File: src/rtl/cpu_run_pkg.sv
// cpu_run_pkg: shared encodings for the CPU run/step controller.
package cpu_run_pkg;

  typedef enum logic [1:0] {
    MODE_HALT = 2'b00,
    MODE_RUN  = 2'b01,
    MODE_STEP = 2'b10,
    MODE_BKPT = 2'b11
  } mode_e;

  typedef enum logic [1:0] {
    ST_IDLE = 2'b00,
    ST_RUN  = 2'b01,
    ST_DONE = 2'b10
  } state_e;

endpackage

File: src/rtl/cpu_run_ctrl_if.sv
// cpu_run_ctrl_if: control, status and debug signals of the run/step controller.
// master = board/testbench side, slave = controller side.
interface cpu_run_ctrl_if #(
  parameter int PC_W        = 8,
  parameter int CNT_W       = 32,
  parameter int STEP_W      = 16,
  parameter int NBKPT       = 2,
  parameter int TRACE_DEPTH = 8
);
  localparam int IDX_W = $clog2(TRACE_DEPTH);

  logic [1:0]           i_mode;
  logic                 i_go;
  logic [STEP_W-1:0]    i_step_n;
  logic                 i_stop;
  logic [PC_W-1:0]      i_pc;
  logic [NBKPT*PC_W-1:0] i_bkpt_addr;
  logic [NBKPT-1:0]     i_bkpt_en;
  logic [IDX_W-1:0]     i_trace_idx;
  logic                 o_cpu_en;
  logic                 o_busy;
  logic                 o_done;
  logic [NBKPT-1:0]     o_hit;
  logic [CNT_W-1:0]     o_cycles;
  logic [1:0]           o_state;
  logic [PC_W-1:0]      o_trace_pc;

  modport master (
    output i_mode, i_go, i_step_n, i_stop, i_pc, i_bkpt_addr, i_bkpt_en, i_trace_idx,
    input  o_cpu_en, o_busy, o_done, o_hit, o_cycles, o_state, o_trace_pc
  );

  modport slave (
    input  i_mode, i_go, i_step_n, i_stop, i_pc, i_bkpt_addr, i_bkpt_en, i_trace_idx,
    output o_cpu_en, o_busy, o_done, o_hit, o_cycles, o_state, o_trace_pc
  );

endinterface

File: src/rtl/cpu_bkpt_match.sv
// cpu_bkpt_match: combinational comparison of the CPU PC against each enabled breakpoint.
module cpu_bkpt_match #(
  parameter int NBKPT = 2,
  parameter int PC_W  = 8
) (
  input  logic [PC_W-1:0]       i_pc,
  input  logic [NBKPT*PC_W-1:0] i_bkpt_addr,
  input  logic [NBKPT-1:0]      i_bkpt_en,
  output logic [NBKPT-1:0]      o_match
);

  // One match bit per breakpoint slot, gated by its enable.
  always_comb begin
    o_match = '0;
    for (int k = 0; k < NBKPT; k++) begin
      if (i_bkpt_en[k] && (i_bkpt_addr[k*PC_W +: PC_W] == i_pc)) begin
        o_match[k] = 1'b1;
      end else begin
        o_match[k] = 1'b0;
      end
    end
  end

endmodule

File: src/rtl/cpu_run_ctrl.sv
// cpu_run_ctrl: run/step/breakpoint controller producing the CPU clock enable.
// Optional PC trace buffer is built when CPU_RUN_TRACE_EN is defined;
// otherwise o_trace_pc reads 0.
module cpu_run_ctrl
  import cpu_run_pkg::*;
#(
  parameter int PC_W        = 8,
  parameter int CNT_W       = 32,
  parameter int STEP_W      = 16,
  parameter int NBKPT       = 2,
  parameter int TRACE_DEPTH = 8
) (
  input logic           clk,
  input logic           reset,
  cpu_run_ctrl_if.slave bus
);

  localparam int IDX_W = $clog2(TRACE_DEPTH);

  state_e             r_state;
  state_e             w_state_nxt;
  mode_e              r_mode;
  logic [STEP_W-1:0]  r_step;
  logic               r_first;
  logic [CNT_W-1:0]   r_cycles;
  logic [NBKPT-1:0]   r_hit;
  logic [NBKPT-1:0]   w_match;
  logic [NBKPT-1:0]   w_hit_vec;
  logic               w_stop;
  logic               w_cpu_en;
  logic               w_go_ok;
  logic [PC_W-1:0]    w_trace_pc;

  cpu_bkpt_match #(.NBKPT(NBKPT), .PC_W(PC_W)) u_bkpt (
    .i_pc        (bus.i_pc),
    .i_bkpt_addr (bus.i_bkpt_addr),
    .i_bkpt_en   (bus.i_bkpt_en),
    .o_match     (w_match)
  );

  // Stop condition in RUN; breakpoints are ignored on the first cycle so a resume from a breakpoint PC makes progress.
  always_comb begin
    w_stop    = 1'b0;
    w_hit_vec = '0;
    if (r_state == ST_RUN) begin
      if ((r_mode == MODE_BKPT) && !r_first) begin
        w_hit_vec = w_match;
      end else begin
        w_hit_vec = '0;
      end
      w_stop = bus.i_stop || (|w_hit_vec) ||
               ((r_mode == MODE_STEP) && (r_step == '0));
    end else begin
      w_stop    = 1'b0;
      w_hit_vec = '0;
    end
  end

  assign w_cpu_en = (r_state == ST_RUN) && !w_stop;

  // Next-state logic: go is honoured only in IDLE; DONE always lasts one cycle.
  always_comb begin
    w_state_nxt = r_state;
    w_go_ok     = 1'b0;
    case (r_state)
      ST_IDLE: begin
        if (bus.i_go) begin
          w_go_ok     = 1'b1;
          w_state_nxt = (mode_e'(bus.i_mode) == MODE_HALT) ? ST_DONE : ST_RUN;
        end else begin
          w_state_nxt = ST_IDLE;
        end
      end
      ST_RUN: begin
        if (w_stop) begin
          w_state_nxt = ST_DONE;
        end else begin
          w_state_nxt = ST_RUN;
        end
      end
      ST_DONE: w_state_nxt = ST_IDLE;
      default: w_state_nxt = ST_IDLE;
    endcase
  end

  // State register.
  always_ff @(posedge clk or posedge reset) begin
    if (reset) begin
      r_state <= ST_IDLE;
    end else begin
      r_state <= w_state_nxt;
    end
  end

  // Run context: latched mode, step budget, first-cycle flag, cycle counter and sticky hit vector.
  always_ff @(posedge clk or posedge reset) begin
    if (reset) begin
      r_mode   <= MODE_HALT;
      r_step   <= '0;
      r_first  <= 1'b0;
      r_cycles <= '0;
      r_hit    <= '0;
    end else if (w_go_ok) begin
      r_mode   <= mode_e'(bus.i_mode);
      r_step   <= (bus.i_step_n == '0) ? STEP_W'(1) : bus.i_step_n;
      r_first  <= 1'b1;
      r_cycles <= '0;
      r_hit    <= '0;
    end else if (w_cpu_en) begin
      r_first  <= 1'b0;
      r_cycles <= (r_cycles == {CNT_W{1'b1}}) ? r_cycles : r_cycles + CNT_W'(1);
      r_step   <= (r_step == '0) ? r_step : r_step - STEP_W'(1);
    end else if (w_stop) begin
      r_hit    <= w_hit_vec;
    end
  end

`ifdef CPU_RUN_TRACE_EN
  logic [PC_W-1:0]  r_trace [TRACE_DEPTH];
  logic [IDX_W-1:0] r_wptr;
  logic [IDX_W-1:0] w_rd_idx;

  // Circular PC history, one entry per executed cycle; only reset clears it.
  always_ff @(posedge clk or posedge reset) begin
    if (reset) begin
      for (int i = 0; i < TRACE_DEPTH; i++) begin
        r_trace[i] <= '0;
      end
      r_wptr <= '0;
    end else if (w_cpu_en) begin
      r_trace[r_wptr] <= bus.i_pc;
      r_wptr          <= r_wptr + IDX_W'(1);
    end
  end

  // Index 0 is the most recent write; modulo wrap comes from the pointer width.
  assign w_rd_idx   = r_wptr - IDX_W'(1) - bus.i_trace_idx;
  assign w_trace_pc = r_trace[w_rd_idx];
`else
  logic w_unused_trace_idx;
  assign w_unused_trace_idx = ^bus.i_trace_idx;
  assign w_trace_pc         = '0;
`endif

  assign bus.o_cpu_en   = w_cpu_en;
  assign bus.o_busy     = (r_state == ST_RUN);
  assign bus.o_done     = (r_state == ST_DONE);
  assign bus.o_hit      = r_hit;
  assign bus.o_cycles   = r_cycles;
  assign bus.o_state    = r_state;
  assign bus.o_trace_pc = w_trace_pc;

endmodule

File: src/flat_wrapper.sv
// flat-port wrapper written by rule: the top's interface ports become plain ports
module cpu_run_ctrl_flat import cpu_run_pkg::*;
#(
  parameter int PC_W        = 8,
  parameter int CNT_W       = 32,
  parameter int STEP_W      = 16,
  parameter int NBKPT       = 2,
  parameter int TRACE_DEPTH = 8
)
  (clk, reset, bus_i_mode, bus_i_go, bus_i_step_n, bus_i_stop, bus_i_pc, bus_i_bkpt_addr, bus_i_bkpt_en, bus_i_trace_idx, bus_o_cpu_en, bus_o_busy, bus_o_done, bus_o_hit, bus_o_cycles, bus_o_state, bus_o_trace_pc);
  cpu_run_ctrl_if #(.PC_W(PC_W), .CNT_W(CNT_W), .STEP_W(STEP_W), .NBKPT(NBKPT), .TRACE_DEPTH(TRACE_DEPTH)) bus_i ();
  input logic clk;
  input logic reset;
  input wire logic [$bits(bus_i.i_mode)-1:0] bus_i_mode;
  input wire logic [$bits(bus_i.i_go)-1:0] bus_i_go;
  input wire logic [$bits(bus_i.i_step_n)-1:0] bus_i_step_n;
  input wire logic [$bits(bus_i.i_stop)-1:0] bus_i_stop;
  input wire logic [$bits(bus_i.i_pc)-1:0] bus_i_pc;
  input wire logic [$bits(bus_i.i_bkpt_addr)-1:0] bus_i_bkpt_addr;
  input wire logic [$bits(bus_i.i_bkpt_en)-1:0] bus_i_bkpt_en;
  input wire logic [$bits(bus_i.i_trace_idx)-1:0] bus_i_trace_idx;
  output wire logic [$bits(bus_i.o_cpu_en)-1:0] bus_o_cpu_en;
  output wire logic [$bits(bus_i.o_busy)-1:0] bus_o_busy;
  output wire logic [$bits(bus_i.o_done)-1:0] bus_o_done;
  output wire logic [$bits(bus_i.o_hit)-1:0] bus_o_hit;
  output wire logic [$bits(bus_i.o_cycles)-1:0] bus_o_cycles;
  output wire logic [$bits(bus_i.o_state)-1:0] bus_o_state;
  output wire logic [$bits(bus_i.o_trace_pc)-1:0] bus_o_trace_pc;
  assign bus_i.i_mode = bus_i_mode;
  assign bus_i.i_go = bus_i_go;
  assign bus_i.i_step_n = bus_i_step_n;
  assign bus_i.i_stop = bus_i_stop;
  assign bus_i.i_pc = bus_i_pc;
  assign bus_i.i_bkpt_addr = bus_i_bkpt_addr;
  assign bus_i.i_bkpt_en = bus_i_bkpt_en;
  assign bus_i.i_trace_idx = bus_i_trace_idx;
  assign bus_o_cpu_en = bus_i.o_cpu_en;
  assign bus_o_busy = bus_i.o_busy;
  assign bus_o_done = bus_i.o_done;
  assign bus_o_hit = bus_i.o_hit;
  assign bus_o_cycles = bus_i.o_cycles;
  assign bus_o_state = bus_i.o_state;
  assign bus_o_trace_pc = bus_i.o_trace_pc;
  cpu_run_ctrl #(.PC_W(PC_W), .CNT_W(CNT_W), .STEP_W(STEP_W), .NBKPT(NBKPT), .TRACE_DEPTH(TRACE_DEPTH)) u_core (.clk(clk), .reset(reset), .bus(bus_i));
endmodule
File: config.mk
export PLATFORM = sky130hd
export DESIGN_NAME = cpu_run_ctrl_flat
export DESIGN_NICKNAME = d
export VERILOG_FILES = /design/src/rtl/cpu_run_pkg.sv /design/src/rtl/cpu_run_ctrl_if.sv /design/src/rtl/cpu_bkpt_match.sv /design/src/rtl/cpu_run_ctrl.sv /design/src/flat_wrapper.sv
export SDC_FILE = /design/constraint.sdc
export NUM_CORES = 1
export LEC_CHECK = 0
export ABC_CLOCK_PERIOD_IN_PS = 3800
export BUFFER_PORTS_ARGS = -buffer_cell sky130_fd_sc_hd__buf_4
export CORE_MARGIN = 1
export CORE_UTILIZATION = 56
export CTS_CLUSTER_SIZE = 20
export DETAILED_ROUTE_END_ITERATION = 6
export PLACE_DENSITY = 0.85
export SLEW_MARGIN = 20
export SYNTH_ARGS = -nofsm -noshare
export SYNTH_HDL_FRONTEND = slang
export SYNTH_SLANG_ARGS = --single-unit
File: constraint.sdc
create_clock -name clk -period 3.8 [get_ports clk]
set_clock_uncertainty 0.1 [all_clocks]
set_input_delay 0.95 -clock clk [delete_from_list [all_inputs] [get_ports clk]]
set_output_delay 0.95 -clock clk [all_outputs]
set_load 0.005 [all_outputs]
## Word level (Yosys, flattened, before mapping)

Index checks and enable logic that the tools add are counted.

| word-level totals | value |
|---|---|
| input port bits | 51 |
| register bits after elaboration | 55 |
| logic and storage cells | 61 |
| output and inout port bits | 47 |

| operators by class | value |
|---|---|
| $add $sub $neg | 2 |
| eq/ne operators | 10 |
| reductions and logical operators | 19 |
| muxes and demuxes | 24 |

Operators with widths:

| operator | number |
|---|---|
| 32-bit 2-to-1 mux | 3 |
| 16-bit 2-to-1 mux | 4 |
| 32-bit by 1-bit adder with 32-bit output (second input constant) | 1 |
| 32-bit equality test (second input constant) | 1 |
| 16-bit logical NOT | 2 |
| 2-bit 2-to-1 mux | 9 |
| 8-bit equality test | 2 |
| 16-bit by 1-bit subtractor with 16-bit output (second input constant) | 1 |
| 1-bit 2-to-1 mux | 7 |
| 2-bit equality test (second input constant) | 3 |
| 2-bit by 1-bit inequality test with 1-bit output (second input constant) | 3 |
| 2-bit AND reduction | 3 |
| 1-bit logical AND | 5 |
| 2-bit logical NOT | 2 |
| 2-bit one-hot mux with 2 select lines | 1 |
| 2-bit nonzero test | 2 |
| 2-bit by 1-bit equality test with 1-bit output (second input constant) | 1 |
| 1-bit logical NOT | 2 |
| 1-bit logical OR | 2 |
| 2-bit OR reduction | 1 |

## Longest topological paths before layout

| logic depth | value |
|---|---|
| depth in word-level cells | 13 |
| gate-level depth with buffers | 10 |
| gate-level depth less buffers | 9 |

## Hierarchy

From an unflattened synthesis, not the netlist that was laid out.

| unflattened totals | value |
|---|---|
| cell total of the unflattened synthesis | 392 |
| area total of the unflattened synthesis | 3505.9 um^2 |

Modules (own cells, without submodules):

| module | area an instance (um^2) | times used | seq. area each (um^2) | cells an instance |
|---|---|---|---|---|
| cpu_run_ctrl | 3315.7 | 1 | 1376.3 | 368 |
| cpu_bkpt_match | 190.2 | 1 | 0.0 | 24 |

## Least setup slack after synthesis

OpenSTA, ideal clock, no wires.

| path | value |
|---|---|
| path kind | input to output |
| from | in bus_i_bkpt_addr[8] |
| to | out bus_o_cpu_en |
| path buffers | 1 |
| path slack | 658 ps |
| data required time | 2750 ps |
| arrival | 2092 ps |
| cell stages on the path | 7 |
| cell sequence | xor2_1 > nor4b_1 > and4_4 > nor3b_4 > buf_2 > nand2_1 > inv_1 |

| between the ends | value |
|---|---|
| longest elaborated chain between the ends | 11 |

Ends and longest elaborated chain:

| what | RTL line | source |
|---|---|---|
| start, declared | flat_wrapper.sv:19 | `input wire logic [$bits(bus_i.i_bkpt_addr)-1:0] bus_i_bkpt_addr;` |
| 8-bit equality test | cpu_bkpt_match.sv:16 | `if (i_bkpt_en[k] && (i_bkpt_addr[k*PC_W +: PC_W] == i_pc)) begin` |
| 1-bit logical AND | cpu_bkpt_match.sv:16 |  |
| 1-bit 2-to-1 mux | cpu_bkpt_match.sv:16 |  |
| 2-bit 2-to-1 mux | cpu_run_ctrl.sv:46 | `if ((r_mode == MODE_BKPT) && !r_first) begin` |
| 2-bit 2-to-1 mux | cpu_run_ctrl.sv:45 | `if (r_state == ST_RUN) begin` |
| 2-bit OR reduction | cpu_run_ctrl.sv:51 | `w_stop = bus.i_stop \|\| (\|w_hit_vec) \|\|` |
| 1-bit logical OR (2 in series) | cpu_run_ctrl.sv:51 |  |
| 1-bit 2-to-1 mux | cpu_run_ctrl.sv:45 |  |
| 1-bit logical NOT | cpu_run_ctrl.sv:59 | `assign w_cpu_en = (r_state == ST_RUN) && !w_stop;` |
| 1-bit logical AND | cpu_run_ctrl.sv:59 |  |
| end, declared | flat_wrapper.sv:22 | `output wire logic [$bits(bus_i.o_cpu_en)-1:0] bus_o_cpu_en;` |

Every way passes these cells. The select of a mux whose other input is x is not followed.

## Worst setup path in the final report

| path | value |
|---|---|
| from | reg u_core.r_step[7] |
| to | out bus_o_cpu_en |

| between the ends | value |
|---|---|
| longest elaborated chain between the ends | 6 |

Ends and longest elaborated chain:

| what | RTL line | source |
|---|---|---|
| start, declared | cpu_run_ctrl.sv:23 | `logic [STEP_W-1:0] r_step;` |
| start signal, assigned | cpu_run_ctrl.sv:105 | `r_step <= (bus.i_step_n == '0) ? STEP_W'(1) : bus.i_step_n;` |
| start signal, assigned | cpu_run_ctrl.sv:112 | `r_step <= (r_step == '0) ? r_step : r_step - STEP_W'(1);` |
| 16-bit logical NOT | cpu_run_ctrl.sv:52 | `((r_mode == MODE_STEP) && (r_step == '0));` |
| 1-bit logical AND | cpu_run_ctrl.sv:52 |  |
| 1-bit logical OR | cpu_run_ctrl.sv:51 |  |
| 1-bit 2-to-1 mux | cpu_run_ctrl.sv:45 |  |
| 1-bit logical NOT | cpu_run_ctrl.sv:59 |  |
| 1-bit logical AND | cpu_run_ctrl.sv:59 |  |

Every way passes these cells.

==> run_results.csv <==
group,metric,value,unit
critical_path,crit_path_start_kind,"flop",
clocking,cts_hold_buf,0,
clocking,post_cts_buffers,0,
power,p_leak,1.94,nW
clocking,cts_buffers,5,
cells_and_area,fin_util,74.4,%
clocking,cts_tree,"done",
placement,io_buffer_count,86,
grt,met2_usage,46.7,%
placement,place.gp.congestion,0.834,
clocking,cts-htree-levels,2,
drt,vias,3061,
sta,setup_tns,0,ns
floorplan,core-area,5640,sq um
clocking,cts_sinks,55,
synthesis,synth_most_common_cell,"dfrtp_1",
placement,post-dp-hpwl,6.17,mm
cells_and_area,final_cells,525,
synthesis,ys_ff_latch,55,
cells_and_area,drive_gt1_share,25.8,%
grt,grt_max_degree,29,
critical_path,cp_cell_sequence,"nor4_2 > nand4_1 > o31a_1 > buf_4 > nor3b_4 > nand2_1 > inv_1 > buf_4",
synthesis,synth_area,3360,sq um
synthesis,synth_common_cells,"dfrtp_1 (55), nand2_1 (38), nor2_1 (37), xor2_1 (37), nand3_1 (21)",
sta,hold_viol,0,
synthesis,synth_compound_area_share,7.75,%
clocking,cts-root-buf,"clkbuf_8",
drt,routed_wl,8.37,mm
synthesis,synth_area_leaders,"dfrtp_1 (41%), xor2_1 (9.6%), nand2_1 (4.2%)",
critical_path,cp.arrival,2.39,ns
floorplan,die_h,79.4,um
synthesis,syn_avg_cell_area,9.20,sq um
job,cap_violations,0,
synthesis,synthCells,365,
placement,dp.cells,517,
sta,min_period,3.44,ns
clocking,cts.clk_slew.worst_paths,0.11,ns
drt,drc,0,
grt,use_met3,4.34,%
sta,whs,0.388,ns
grt,grt-ovfl-total,0,
cells_and_area,seq_area,1380,sq um
run_status,status,"finished clean",
critical_path,cpPeakStageDelay,0.47,ns
critical_path,cp_slowest_cell,"dfrtp_1",
synthesis,ys.flop_type,"dfrtp_1",
sta,rsz0062_at_grt,"no",
grt,grt_pass1_vias,2931,
drt,drt-vias-per-instance,5.83,
floorplan,dieWidth,79.4,um
sta,setup_viol,0,
synthesis,muxShareOfSynthArea,0.894,%
drt,antenna_left,0,
synthesis,ys_warn_count,0,
floorplan,initial_utilization,59.5,%
synthesis,ys_types,57,
synthesis,async_reset_ff_share,100,%
critical_path,criticalPathCategory,"reg -> out",
synthesis,yosysSeqAreaShare,41.0,%
grt,grt_antenna_before_repair,0,
synthesis,synth_top_cell_by_area,"dfrtp_1",
drt,dr.pass1.iters,4,
critical_path,timing.critical_path.required,2.75,ns
sta,worst_slew_margin_rel,38.0,%
clocking,cts_resized,0,
synthesis,synth_fa_ha_area_share,1.12,%
sta,drv_slew,0,
sta,period_share,90.4,%
synthesis,synth_simple_gate_area_share,32.3,%
sta,fmax,0.291,GHz
worst_hold_path,hold_path_class,"reg -> reg",
power,irDropWorstVdd,253,uV
floorplan,fp-row-count,27,
drt,wl_per_cell,15.9,um
critical_path,cpMostUsedCell,"buf_4",
floorplan,die-area,6310,sq um
synthesis,synth_top_family_by_area,"simple AND/OR/NAND/NOR gates",
grt,grt_pass1_wl,13.5,mm
power,power.density,409,nW/um^2
critical_path,crit_path_end_kind,"output port",
synthesis,synth_edf_count,0,
clocking,clk_latency,0.31,ns
sta,worst_slew_pin_slew,0.927,ns
cells_and_area,n_fill_cell,415,
floorplan,ios,98,
cells_and_area,insertedDiodeCount,0,
synthesis,yosys.area_share.xor_xnor,12.3,%
cells_and_area,syn2layout_area_growth,25.0,%
critical_path,cp_max_fo,11,
cells_and_area,nets,506,
cells_and_area,multiInputGateArea,1850,sq um
grt,gr-usage-met1,35.7,%
synthesis,synth_top_cell_area_share,41.0,%
clocking,cts_max_path_buffers,2,
drt,initialDrtViolationCount,185,
grt,grt.total_usage,27.5,%
grt,busiest_layer,"met2",
[cell type report]
cell class                 count  area share [%]
multi-input combinational    287            44.2
clock inverter                 3            1.61
inverter                       9           0.805
tap                           72            2.15
timing repair buffer          94            16.8
clock buffer                   5            1.64
sequential                    55            32.8
[metrics by stage]
step | power (mW) | instance area [sq um] | worst slack (ns)
finish | 1.72 | 4200 | 0.364
global route | 1.81 | 4200 | 0.249
CTS | 1.72 | 4200 | 0.394
detailed placement | 1.25 | 4060 | 0.506
global placement | 1.23 | 4060 | 0.523
floorplan | 1.09 | 3380 | 0.658
[report_power, final]
group	switching, mW	total (mW)	internal, mW
Sequential	0.114	0.797	0.683
Combinational	0.255	0.457	0.201
Clock	0.201	0.464	0.263
Total	0.570	1.72	1.15
[layout by cell type (no fill, tap or decap), types with 3 or more instances in the layout]
cell and n:
nand4b_1 8, xnor2_1 10, and4_1 3, mux2i_1 3
ha_1 3, nor3_1 11, nor4_1 8, dfrtp_1 55
nand2_1 38, clkbuf_8 5, o31ai_1 3, a21oi_1 4
or3_1 4, inv_1 8, conb_1 8, buf_4 94
nand3_1 21, and3_1 10, o21ai_0 13, nor2b_1 3
or4_1 3, nor2_1 37, nand4_1 17, o211ai_1 4
xor2_1 37, and2_1 4
[worst max-delay path: cells and delay by family, from the launching register on]
family | cells | cell delay [ns]
buf+inv | 3 | 0.36
compound gates | 1 | 0.28
simple gates | 4 | 0.96
flops | 1 | 0.47
[final timing paths]
path	depth (start not counted)	start	endpoint	slack, ns
max in group asynchronous	3	reset	u_core.bus.o_cycles[14]	2.35
setup / recovery	8	u_core.r_step[7]	bus_o_cpu_en	0.36
hold reg to reg	1	u_core.r_first	u_core.r_first	0.39
min in group asynchronous	2	reset	u_core.r_step[15]	0.60
setup reg to reg	11	u_core.r_step[0]	u_core.bus.o_cycles[22]	1.12
hold / removal	1	u_core.r_first	u_core.r_first	0.39
[state kept, by name, indices dropped and copies added, names as in the netlist]
signal               cells
u_core.r_step           16
u_core.bus.o_state       2
u_core.bus.o_cycles     32
u_core.r_first           1
u_core.bus.o_hit         2
u_core.r_mode            2
[cell families after synthesis]
| group | count (synthesis) |
|---|---|
| xor+xnor | 47 |
| simple gates | 188 |
| mux | 3 |
| buf+inv | 30 |
| flops | 55 |
| fa+ha+maj | 3 |
| other cells | 1 |
| compound gates | 38 |
[per-layer routing]
| layer | share of wire, % | wire (um) | vias up |
|---|---|---|---|
| met5 | 0 | 0 | - |
| li1 | - | - | 1467 |
| met4 | 1.4 | 116 | 0 |
| met3 | 5.8 | 488 | 15 |
| met1 | 42 | 3540 | 1476 |
| met2 | 51 | 4230 | 103 |
Power figures use the tool's default switching activity.
